[config.mk]
export PLATFORM = sky130hd
export DESIGN_NAME = spi_sram_bridge
export DESIGN_NICKNAME = d
export VERILOG_FILES = /design/src/rtl/a314_spi_pkg.sv /design/src/rtl/spi_sram_toggle_req.sv /design/src/rtl/spi_sram_bridge.sv
export SDC_FILE = /design/constraint.sdc
export NUM_CORES = 1
export LEC_CHECK = 0
export CAP_MARGIN = 10
export CORE_MARGIN = 2
export CORE_UTILIZATION = 40
export CTS_CLUSTER_DIAMETER = 80
export DETAILED_ROUTE_END_ITERATION = 7
export DONT_BUFFER_PORTS = 1
export PLACE_DENSITY = 0.57
export SETUP_SLACK_MARGIN = 0.3
export SYNTH_ARGS = -nofsm -noshare
export SYNTH_HDL_FRONTEND = slang
export SYNTH_SLANG_ARGS = --single-unit
[constraint.sdc]
create_clock -name clk200 -period 2.52 [get_ports clk200]
set_input_delay 0.504 -clock clk200 [delete_from_list [all_inputs] [get_ports clk200]]
set_output_delay 0.504 -clock clk200 [all_outputs]
set_load 0.005 [all_outputs]
[src/rtl/a314_spi_pkg.sv]
// Shared definitions for the SPI-to-SRAM bridge:
// FSM states, command decode position and the idle shift byte.
package a314_spi_pkg;

    typedef enum logic [3:0] {
        IDLE,
        CMD,
        ADDR2,
        ADDR1,
        ADDR0,
        RD_ISSUE,
        RD_WAIT,
        RD_SETTLE,
        RD_READY,
        WR_DATA,
        WR_WAIT,
        DRAIN
    } state_t;

    localparam int CMD_RD_BIT = 7;
    localparam logic [7:0] IDLE_TX = 8'hFF;

endpackage

[src/rtl/spi_sram_toggle_req.sv]
// Toggle request channel to the SRAM arbiter: holds the request
// fields stable while spi_req differs from spi_ack.
module spi_sram_toggle_req (
    input  logic        clk200,
    input  logic        reset,
    input  logic        issue,
    input  logic        rd,
    input  logic [20:0] byte_addr,
    input  logic [7:0]  wdata,
    input  logic        ack,
    output logic        req,
    output logic        read,
    output logic [19:0] address,
    output logic        ub,
    output logic [7:0]  data,
    output logic        pending
);

    assign pending = req != ack;

    // Issue is ignored while a request is outstanding.
    always_ff @(posedge clk200 or posedge reset) begin
        if (reset) begin
            req     <= 1'b0;
            read    <= 1'b1;
            address <= '0;
            ub      <= 1'b0;
            data    <= '0;
        end else if (issue && !pending) begin
            req     <= ~req;
            read    <= rd;
            address <= byte_addr[20:1];
            ub      <= ~byte_addr[0];
            data    <= wdata;
        end
    end

endmodule

[src/rtl/spi_sram_bridge.sv]
// SPI slave frame decoder bridging byte streams to 16-bit SRAM
// word requests, with read prefetch and sticky under/overrun flags.
module spi_sram_bridge
    import a314_spi_pkg::*;
#(
    parameter int SETTLE_CYCLES = 5
) (
    input  logic        clk200,
    input  logic        reset,
    input  logic        cs_active,
    input  logic        rx_valid,
    input  logic [7:0]  rx_byte,
    output logic [7:0]  tx_byte,
    output logic        spi_req,
    input  logic        spi_ack,
    output logic        spi_read,
    output logic [19:0] spi_address,
    output logic        spi_ub,
    output logic [7:0]  spi_out_sram_in,
    input  logic [15:0] spi_in_sram_out,
    output logic        overrun,
    output logic        underrun
);

    localparam int CW = $clog2(SETTLE_CYCLES + 2);
    localparam logic [CW-1:0] LAST = CW'(SETTLE_CYCLES - 1);

    state_t state, state_n;
    logic [20:0]   addr;
    logic [CW-1:0] cnt;
    logic rd_cmd, pending;
    logic start, ld_cmd, ld_a2, ld_a1, ld_a0;
    logic issue, issue_rd, latch;
    logic cnt_start, cnt_inc, set_ovr, set_udr;

    spi_sram_toggle_req u_req (
        .clk200    (clk200),
        .reset     (reset),
        .issue     (issue),
        .rd        (issue_rd),
        .byte_addr (addr),
        .wdata     (rx_byte),
        .ack       (spi_ack),
        .req       (spi_req),
        .read      (spi_read),
        .address   (spi_address),
        .ub        (spi_ub),
        .data      (spi_out_sram_in),
        .pending   (pending)
    );

    always_ff @(posedge clk200 or posedge reset) begin
        if (reset) state <= IDLE;
        else       state <= state_n;
    end

    always_comb begin
        state_n   = state;
        start     = 1'b0;
        ld_cmd    = 1'b0;
        ld_a2     = 1'b0;
        ld_a1     = 1'b0;
        ld_a0     = 1'b0;
        issue     = 1'b0;
        issue_rd  = 1'b0;
        latch     = 1'b0;
        cnt_start = 1'b0;
        cnt_inc   = 1'b0;
        set_ovr   = 1'b0;
        set_udr   = 1'b0;
        // Frame end wins over everything, including a running settle.
        if (state != IDLE && state != DRAIN && !cs_active) begin
            state_n = pending ? DRAIN : IDLE;
        end else begin
            unique case (state)
                IDLE: if (cs_active) begin
                    start   = 1'b1;
                    state_n = CMD;
                end
                CMD: if (rx_valid) begin
                    ld_cmd  = 1'b1;
                    state_n = ADDR2;
                end
                ADDR2: if (rx_valid) begin
                    ld_a2   = 1'b1;
                    state_n = ADDR1;
                end
                ADDR1: if (rx_valid) begin
                    ld_a1   = 1'b1;
                    state_n = ADDR0;
                end
                ADDR0: if (rx_valid) begin
                    ld_a0   = 1'b1;
                    state_n = rd_cmd ? RD_ISSUE : WR_DATA;
                end
                RD_ISSUE: begin
                    issue    = 1'b1;
                    issue_rd = 1'b1;
                    set_udr  = rx_valid;
                    state_n  = RD_WAIT;
                end
                RD_WAIT: begin
                    set_udr = rx_valid;
                    if (!pending) begin
                        if (SETTLE_CYCLES <= 1) begin
                            latch   = 1'b1;
                            state_n = RD_READY;
                        end else begin
                            cnt_start = 1'b1;
                            state_n   = RD_SETTLE;
                        end
                    end
                end
                RD_SETTLE: begin
                    set_udr = rx_valid;
                    if (cnt == LAST) begin
                        latch   = 1'b1;
                        state_n = RD_READY;
                    end else begin
                        cnt_inc = 1'b1;
                    end
                end
                RD_READY: if (rx_valid) state_n = RD_ISSUE;
                WR_DATA: if (rx_valid) begin
                    issue   = 1'b1;
                    state_n = WR_WAIT;
                end
                WR_WAIT: begin
                    set_ovr = rx_valid;
                    if (!pending) state_n = WR_DATA;
                end
                DRAIN: if (!pending) state_n = IDLE;
                default: state_n = IDLE;
            endcase
        end
    end

    always_ff @(posedge clk200 or posedge reset) begin
        if (reset) begin
            addr     <= '0;
            cnt      <= '0;
            rd_cmd   <= 1'b0;
            tx_byte  <= IDLE_TX;
            overrun  <= 1'b0;
            underrun <= 1'b0;
        end else begin
            if (start) begin
                tx_byte  <= IDLE_TX;
                overrun  <= 1'b0;
                underrun <= 1'b0;
            end
            if (ld_cmd) rd_cmd       <= rx_byte[CMD_RD_BIT];
            if (ld_a2)  addr[20:16]  <= rx_byte[4:0];
            if (ld_a1)  addr[15:8]   <= rx_byte;
            if (ld_a0)  addr[7:0]    <= rx_byte;
            // 21-bit counter wraps 1FFFFF -> 0 on its own.
            if (latch || (issue && !issue_rd))
                addr <= addr + 21'd1;
            if (cnt_start)    cnt <= CW'(1);
            else if (cnt_inc) cnt <= cnt + CW'(1);
            if (set_udr) begin
                underrun <= 1'b1;
                tx_byte  <= IDLE_TX;
            end
            if (latch)
                tx_byte <= spi_ub ? spi_in_sram_out[15:8]
                                  : spi_in_sram_out[7:0];
            if (set_ovr) overrun <= 1'b1;
        end
    end

endmodule

==> reports/qor.txt <==
Fin cells -> 480
CP endpoint kind -> flop
1st-iter DRT viols -> 125
Final setup viols -> 0
Clock root cell -> clkbuf_8
Worst path slowest cell -> or4_4
Most frequent cells in the layout -> 60 x dfrtp_1, 38 x nand2_1, 22 x nor2_1, 21 x mux2_1, 18 x o21ai_0
Core area -> 8760 sq um
H-tree levels -> 3
CP Cell Sequence -> inv_1 > ha_1 > nand2_1 > o32a_4 > or4_4 > o21ai_1 > o221a_1
DR WL/cell -> 19.0 microns
Syn Area/Cell -> 10.2 sq um
Period minus WS final -> 2.13 ns
Drt drc -> 0
Arrival time at the worst endpoint -> 2.41 ns
Final WS setup -> 0.391 ns
Sequential area share after synthesis -> 0.483
Clock latency at the later pin of the worst-skew pair -> 0.35 ns
I/O pins -> 70
Worst Tran Pin Value -> 0.770 ns
CTS max path bufs -> 2
Ys async rst share -> 1.00
TritonCTS clock tree -> built
Final Cycle Share -> 0.845
CP Max Fanout -> 6
Post-Syn Nets -> 391
Critical path buffer and inverter count -> 1
DIE WIDTH -> 99.5 microns
PortBufs -> 0
Nets -> 399
Post-route setup TNS -> 0 ns
Gr usage total -> 0.194
# Max-Cap Violations -> 0
Clock buffer count from CTS -> 9
HPWL Detailed -> 6.41 mm
Final antenna-violating net count -> 0
Vias -> 2862
Cell area after synthesis -> 3650 sq um
Number of synthesized flops with an enable pin -> 0
Number of global-route vias before repair -> 2872
Crit Path Category -> flop to flop
Hold_buf cts -> 0
Clock Skews -> 0.0126 ns
Most common cell after layout, fill and taps aside -> dfrtp_1
Data required time at the worst endpoint -> 2.80 ns
Area Growth Syn to Fin -> 12.4%
Layout filler cell count -> 840
Status -> complete, no violations
Worst VDD drop -> 0.403 mV
Clock slew at reported path FFs -> 0.08 ns
Slew margin rel. -> 0.486
Total grt overflow -> 0
Largest stage delay on the critical path -> 0.56 ns
Synth unique cells -> 60
Critical R2R Capture -> addr[14]$_DFFE_PP0P_
Synth Instances -> 359
R2R cell count -> 7
Row count -> 34
Worst setup SP type -> flop
Leak pwr -> 1.70 nW
Final-report hold violation count -> 0
Setup bufs post-CTS -> 0
Main flop type after synthesis -> dfrtp_1
DR pass1 iterations -> 4
N_diodes -> 0
Power per cell area -> 1110 nW/um^2
Slack of the worst reg-to-reg path -> 0.39 ns
Ys Warns -> 0
Final Core Density -> 0.468
Pre-CTS WS -> 0.380 ns
Final wirelength -> 9.11 mm
Initial Utilization -> 0.416
F_max -> 470 MHz
Vias per std cell -> 5.96
CP delay by family, top -> compound AO/OA/AOI/OAI gates
Placed cells -> 464
CTS Sinks -> 70
Placer Congestion -> 0.868
Die footprint -> 9900 sq um
Initial antenna violation count -> 0
RSZ-0062 raised after global routing -> no
Yosys reg bits -> 70
Hold crit path type -> input pin to async pin
Layout cells sized above 1 -> 0.167
Hold WS -> 0.140 ns
Die Y -> 99.5 microns
R2r startpoint -> cnt[1]$_DFFE_PP0P_
Largest net degree at the start of global routing -> 34
Global-route wire length before repair -> 14.9 mm
Final slew viol count -> 0
through the flow:
step | cell area [sq um] | total power [mW]
after global placement | 3840 | 3.44
after detailed placement | 3840 | 3.46
after CTS | 4080 | 4.60
final | 4100 | 4.57
after global routing | 4100 | 4.90
after floorplan | 3650 | 3.04
routing by layer:
layer,vias up,global-route usage,wire length [microns]
met5,-,0,0
met4,0,0.0738,110
met3,13,0.0569,758
met2,125,0.309,4310
met1,1368,0.251,3940
li1,1356,-,-
kinds of logic (layout without fill, tap and decap cells):
kind of cell,Yosys count,count (layout),synth area share
simple gates,128,128,0.179
compound gates,90,90,0.178
flops,70,70,0.483
mux,37,37,0.111
buf+inv,29,42,0.0340
fa+ha+maj,3,3,0.0103
xor+xnor,2,2,0.00480
registers in the layout (all words and copies together), names as in the netlist:
| signal | cells |
|---|---|
| u_req.req | 1 |
| cnt | 3 |
| rd_cmd | 1 |
| underrun | 1 |
| u_req.address | 20 |
| tx_byte | 8 |
| u_req.data | 8 |
| overrun | 1 |
| addr | 21 |
| u_req.read | 1 |
| state | 4 |
| u_req.ub | 1 |
Yosys cell counts (all sizes together) (2+ instances only):
master,n,share of area
o311ai,7,0.017
buf,10,0.014
nand3,14,0.019
a21o,4,0.0082
clkbuf,10,0.010
nand4,7,0.012
inv,9,0.0093
nand3b,3,0.0062
or4,4,0.0093
o41ai,2,0.0048
nor3b,3,0.0062
a21oi,12,0.016
ha,3,0.010
dfstp,9,0.065
o221a,2,0.0062
or3,3,0.0051
a211oi,4,0.0082
o31ai,2,0.0041
o32ai,4,0.012
o21ai,19,0.026
nor2,22,0.023
o211ai,13,0.027
nor4,3,0.0051
o2bb2ai,2,0.0048
and3b,2,0.0048
nor3,8,0.011
mux2i,10,0.027
nand2,40,0.042
mux2,27,0.083
xor2,2,0.0048
a2bb2oi,8,0.019
dfrtp,61,0.42
or2,6,0.011
a211o,2,0.0048
nand2b,8,0.014
report_power, final:
part           switching [mW]  internal (mW)
Clock                   0.458          0.663
Combinational           0.722          0.655
Sequential              0.506           1.57
Total                    1.69           2.89
area by class of cell:
cell class | count | area, sq um | area share
Clock buffer | 9 | 124 | 0.0302
Clock inverter | 7 | 121 | 0.0296
Inverter | 9 | 37.5 | 0.00915
Multi-Input combinational cell | 260 | 1780 | 0.434
Sequential cell | 70 | 1760 | 0.430
Tap cell | 108 | 135 | 0.0329
Timing Repair Buffer | 17 | 140 | 0.0342
timing repair:
item | in CTS | in global routing
setup endpoints to repair | 0 | 27
endpoints found under the hold margin | 0 | 0
resized for setup | 0 | 5
how the worst max path moves through the flow:
| stage | endpoint | slack [ns] | start | cells after the start |
|---|---|---|---|---|
| floorplan | addr[6]$_DFFE_PP0P_ | 0.55 | cnt[0]$_DFFE_PP0P_ | 8 |
| global placement | addr[14]$_DFFE_PP0P_ | 0.39 | state[1]$_DFFE_PP0P_ | 5 |
| detailed placement | addr[14]$_DFFE_PP0P_ | 0.38 | cnt[0]$_DFFE_PP0P_ | 7 |
| CTS | addr[14]$_DFFE_PP0P_ | 0.35 | state[1]$_DFFE_PP0P_ | 5 |
| global route | addr[14]$_DFFE_PP0P_ | 0.32 | cnt[0]$_DFFE_PP0P_ | 7 |
| finish | addr[14]$_DFFE_PP0P_ | 0.39 | cnt[1]$_DFFE_PP0P_ | 7 |
No activity file was read; power rests on OpenSTA's default activity.
